`src/rtl/seq_restoring_divider.sv`:
```
// Iterative unsigned restoring divider, one quotient bit per clock.
// Start/done handshake; divide-by-zero is flagged and answered in one cycle.
module seq_restoring_divider #(
    parameter int WIDTH = 8
) (
    input  logic             clk,
    input  logic             rst,
    input  logic             start,
    input  logic [WIDTH-1:0] dividend,
    input  logic [WIDTH-1:0] divisor,
    output logic             busy,
    output logic             done,
    output logic [WIDTH-1:0] quotient,
    output logic [WIDTH-1:0] remainder,
    output logic             div_by_zero
);

    localparam int CW = $clog2(WIDTH);

    typedef enum logic [1:0] {
        IDLE,
        RUN,
        FIN
    } state_t;

    state_t           state;
    logic [WIDTH:0]   r;
    logic [WIDTH-1:0] q;
    logic [WIDTH-1:0] d;
    logic [CW-1:0]    cnt;

    logic [WIDTH:0]   r_sh;
    logic [WIDTH:0]   t;
    logic [WIDTH:0]   r_nx;
    logic [WIDTH-1:0] q_nx;

    // One restoring step: shift {R,Q} left, trial-subtract D, keep or restore.
    always_comb begin
        r_sh = {r[WIDTH-1:0], q[WIDTH-1]};
        t    = r_sh - {1'b0, d};
        r_nx = r_sh;
        q_nx = {q[WIDTH-2:0], 1'b0};
        if (!t[WIDTH]) begin
            r_nx = t;
            q_nx = {q[WIDTH-2:0], 1'b1};
        end
    end

    always_ff @(posedge clk or posedge rst) begin
        if (rst) begin
            state       <= IDLE;
            r           <= '0;
            q           <= '0;
            d           <= '0;
            cnt         <= '0;
            busy        <= 1'b0;
            done        <= 1'b0;
            quotient    <= '0;
            remainder   <= '0;
            div_by_zero <= 1'b0;
        end else begin
            unique case (state)
                IDLE: begin
                    done <= 1'b0;
                    if (start) begin
                        busy <= 1'b1;
                        if (divisor != '0) begin
                            d           <= divisor;
                            q           <= dividend;
                            r           <= '0;
                            cnt         <= CW'(WIDTH - 1);
                            div_by_zero <= 1'b0;
                            state       <= RUN;
                        end else begin
                            quotient    <= '1;
                            remainder   <= dividend;
                            div_by_zero <= 1'b1;
                            done        <= 1'b1;
                            state       <= FIN;
                        end
                    end
                end
                RUN: begin
                    r   <= r_nx;
                    q   <= q_nx;
                    cnt <= cnt - 1'b1;
                    if (cnt == '0) begin
                        quotient  <= q_nx;
                        remainder <= r_nx[WIDTH-1:0];
                        done      <= 1'b1;
                        state     <= FIN;
                    end
                end
                FIN: begin
                    done  <= 1'b0;
                    busy  <= 1'b0;
                    state <= IDLE;
                end
                default: state <= IDLE;
            endcase
        end
    end

endmodule

```
`config.mk`:
```
export PLATFORM = sky130hd
export DESIGN_NAME = seq_restoring_divider
export DESIGN_NICKNAME = d
export VERILOG_FILES = /design/src/rtl/seq_restoring_divider.sv
export SDC_FILE = /design/constraint.sdc
export NUM_CORES = 1
export LEC_CHECK = 0
export CORE_ASPECT_RATIO = 2
export CORE_MARGIN = 3
export CORE_UTILIZATION = 60
export DETAILED_ROUTE_END_ITERATION = 16
export GPL_ROUTABILITY_DRIVEN = 0
export MAX_ROUTING_LAYER = met4
export PLACE_DENSITY = 0.86
export RECOVER_POWER = 25
export SLEW_MARGIN = 20
export SYNTH_ARGS = -nofsm -noshare
export SYNTH_HDL_FRONTEND = slang
export SYNTH_SLANG_ARGS = --single-unit
```
`constraint.sdc`:
```
create_clock -name clk -period 6.21 [get_ports clk]
set_input_delay 1.242 -clock clk [delete_from_list [all_inputs] [get_ports clk]]
set_output_delay 1.242 -clock clk [all_outputs]
set_load 0.05 [all_outputs]
```
# Word-level counts from Yosys, hierarchy flattened
# Cells that the tools add are included.
# totals
register_bits	48
inputBits	19
out_inout_bits	19
elab_cells	60
# classes
n_addsub	2
n_eq_ne	6
mux	29
reduce_logical	13
# ops
operator	count
$mux 8	11
$pmux 8 s2	4
$sub 9x8->9	1
$ne 2x2->1 const B	4
$reduce_and 2->1	4
$reduce_bool 8->1	1
$mux 2	3
$mux 3	2
$pmux 3 s2	1
$reduce_and 3->1	2
$mux 1	5
$pmux 2 s2	1
$reduce_and 4->1	1
$reduce_bool 2->1	2
$logic_not 3->1	1
$pmux 1 s3	1
$reduce_bool 3->1	1
$sub 3x1->3 const B	1
$eq 2x1->1 const B	1
$eq 2x2->1 const B	1
$logic_not 2->1	1
$pmux 1 s2	1

# Depth between registers and ports, before layout
# logic_depth
depth_word	4
depth_mapped	10
ltp_nobuf	9

# Least setup slack after synthesis
# OpenSTA, ideal clock, no wires.
# synth_timing
path_kind	input port to flip-flop
from	input port divisor[3]
to	register quotient[0]
t_arrival_ns	2.424
path_slack_ns	3.665
path_stages	6
n_path_buf	1
cell_sequence	nor4_4 > a31oi_2 > or3_1 > buf_6 > nand2_1 > o21ai_2
# synth_via
elab_chain_len	3
# synth_lines
item	line	text
start, declared	10	input logic [WIDTH-1:0] divisor,
$reduce_bool 8->1	67	if (divisor != '0) begin
$ne 2x2->1 (no source line)	n/a	
$reduce_and 4->1 (no source line)	n/a	
end signal, assigned	88	quotient <= q_nx;
end, declared	13	output logic [WIDTH-1:0] quotient,
# No other way between the ends.
# A chain may end at the register's enable or synchronous reset.

# Worst setup path after layout
# layout_timing
from	input port divisor[3]
to	register remainder[7]
# layout_via
elab_chain_len	3
# layout_lines
item	line	text
$reduce_bool 8->1	67	
$ne 2x2->1 (no source line)	n/a	
$reduce_and 4->1 (no source line)	n/a	
end signal, assigned	76	remainder <= dividend;
end signal, assigned	89	remainder <= r_nx[WIDTH-1:0];
end, declared	14	output logic [WIDTH-1:0] remainder,
# No other way between the ends.

==> flow_summary.toml <==
[floorplanning]
die_area_um2 = 5940
io_pins = 38
fp.dieW_um = 56.0
num_rows = 35
chipHeight_um = 106
coreArea_um2 = 4730
start_util = 0.635

[timing]
min_period_ns = 3.30
fin_setup_tns_ns = 0
slew_viol_final = 49
fmax_mhz = 303
period_share = 0.532
tightest_slew_ns = 1.82
finalSetupViolations = 0
finClkSkew_ns = 0.0110
rsz0062_at_grt = "false"
slew_headroom = -0.216
hold_viol_final = 0

[place]
place_inst = 412
io_buffers = 37
dp_hpwl_um = 5600
placed_area_um2 = 3350

[power]
sw_frac_of_total = 0.513
powerDensity_nw_per_um2 = 604
peakVddDrop_mv = 0.386
seqPwrFrac = 0.263
power_mw = 2.09
pwr-share-comb = 0.643
power_leakage_nw = 1.48
pwr-share-clk = 0.095
p_sw_mw = 1.07
p_int_mw = 1.02

[clock_network]
cts_tree = "built"
cts-buffers-inserted = 5
cts.sinks = 48
clkLatencyLatePin_ns = 0.31
ctsHoldBuffers = 0
cts_root_buf = "clkbuf_8"
clk_path_buf_depth = 2
cts_setup_buffers = 0
htreeDepth = 2
cts_resized = 0
clk_pin_slew_ns = 0.10

[layout]
n_antenna_cell = 0
fin_area_um2 = 3450
final_cell_mix = "49 x nand2_1, 48 x dfrtp_1, 37 x o21ai_0"
drive_gt1_frac = 0.0685
post-route-util = 0.730
stdcell_count = 420
final_common_cell = "nand2_1"
layout.nets = 398
area_growth_pct = 15.0

[synth]
synth_area_leader_cell = "dfrtp_1"
synthDistinctLibCells = 57
synthMuxAreaShare = 0.0233
ys_warn_count = 0
synthCells = 337
synth-xor-area-share = 0.0146
netlist_area_um2 = 3000
synth_top_flop_cell = "dfrtp_1"
synth_edf_count = 0
ys_seq_area_frac = 0.400
netlist.area_leader.share = 0.400
synth_top_family_by_area = "compound AO/OA/AOI/OAI gates"
async_reset_ff_frac = 1.00
ys_ff_latch = 48
synthSimpleGateAreaFrac = 0.181
avgSynthCellArea_um2 = 8.91
synthTopCellsByArea = "dfrtp_1 40%, o21ai_0 6.2%, nand2_1 6.1%"
synth_fa_ha_area_frac = 0.0650
synth_compound_area_frac = 0.258
syn_nets = 371

[grt]
grt_max_degree = 49
grt_busiest_layer = "met2"
grt_pass1_vias = 2687
grt_pass1_wl_um = 12200
met3_usage = 0.0377
antenna_found_initial = 0
grtUsageMet1 = 0.283
gr-total-overflow = 0
grtUsageMet2 = 0.465
grt_usage = 0.261

[worst_setup_path]
cpMaxStageDelayCell = "nor3_2"
cp.arrival_ns = 3.53
startpoint_type = "primary input"
critPathTopFamily = "simple AND/OR/NAND/NOR gates"
path_cells = "clkdlybuf4s50_1 > nor4_4 > a31oi_2 > nor3_2 > o221ai_1 > o21ai_1"
end_kind = "register"
rrSetupSlack_ns = 3.34
worst-setup-path-type = "in -> reg"
crit_buf_inv = 1
worstReg2RegStart = "q[7]"
required_ns = 6.44
crit_path_max_incr_delay_ns = 0.72
critical_path_depth = 6
r2r_end = "q[0]"
reg2regPathDepth = 9
critPathMaxFanout = 13

[detailed_routing]
vias_per_cell = 6.52
drc = 0
dr_total_vias = 2737
drt_pass1_iterations = 5
postRouteAntennaNets = 0
wirelength_um = 7490
wl_per_cell_um = 17.8
drt-initial-drc-count = 126

[hold_path]
min-delay-path-class = "reg -> reg"
hp-start = "quotient[2]"
holdPathStages = 2
min_to = "quotient[2]"

[run]
maxCapViolations = 1

[outcome]
violations = "max-capacitance violations, max-slew violations"
status = "complete, but fails checks"
## registers in the layout (all words and copies together) (netlist names)
signal       cells
d                8
q                8
quotient         8
r                8
remainder        8
cnt              3
state            2
busy             1
div_by_zero      1
done             1
## worst reg2reg max path, cell delays in order (launching register included)
cell      delay [ns]
dfrtp_1         0.44
inv_1           0.08
ha_1            0.16
inv_1           0.05
fa_1            0.41
a211oi_2        0.35
o21ai_1         0.16
o21ai_2         0.60
o21ai_0         0.29
o311ai_0        0.19
## per-stage QoR
step           hold slack [ns]  worst slack (ns)
2_1_floorplan            0.440              3.66
3_3_place_gp             0.451              2.57
3_5_place_dp             0.455              2.46
4_1_cts                  0.477              2.78
5_1_grt                  0.502              2.76
6_report                 0.471              2.91
## cell families (layout without fill, tap and decap cells)
group | Yosys count | in the layout
buffers and inverters | 38 | 66
flip-flops | 48 | 48
multiplexers | 7 | 7
adder cells (fa/ha/maj) | 15 | 15
XOR/XNOR | 5 | 5
AO/OA/AOI/OAI | 115 | 115
AND/OR/NAND/NOR | 109 | 109
## layer usage
layer | routed length (um) | share of wire | up-vias
met5 | 0 | 0 | -
met3 | 382 | 0.051 | 25
li1 | - | - | 1267
met2 | 4110 | 0.55 | 119
met4 | 243 | 0.032 | 0
met1 | 2760 | 0.37 | 1326
## power by group through the flow
| stage | logic (mW) | registers [mW] | clock network [mW] |
|---|---|---|---|
| after global placement | 1.29 | 0.547 | 0 |
| after CTS | 1.33 | 0.547 | 0.199 |
| after detailed placement | 1.32 | 0.553 | 0 |
| after global routing | 1.46 | 0.564 | 0.211 |
| final | 1.34 | 0.548 | 0.198 |
| after floorplan | 0.824 | 0.730 | 0 |
## synthesized netlist by cell type, drive strengths merged (4+ instances only)
library cell	n
o21a	5
ha	14
nor4	5
nand3	5
dfrtp	48
nor3	4
a31oi	9
a2bb2oi	5
nor2b	7
o2111ai	5
o311ai	5
nor2	25
clkbuf	6
mux2i	7
inv	20
o21ai	46
nand2	49
a21oi	18
buf	12
## how the worst max path moves through the flow
stage	startpoint	to	slack, ns
after floorplan	divisor[3]	quotient[0]	3.66
after global placement	divisor[5]	r[0]	2.57
after detailed placement	divisor[5]	r[0]	2.46
after CTS	divisor[5]	r[0]	2.78
after global routing	divisor[3]	remainder[7]	2.76
final	divisor[3]	remainder[7]	2.91
## final cells by class
type | instances | area (um^2)
Tap cell | 55 | 68.8
Clock inverter | 2 | 13.8
Fill cell | 361 | 1280
Clock buffer | 6 | 82.6
Inverter | 20 | 75.1
Multi-Input combinational cell | 251 | 1630
Sequential cell | 48 | 1200
Timing Repair Buffer | 38 | 378
No activity file was read; power rests on OpenSTA's default activity.
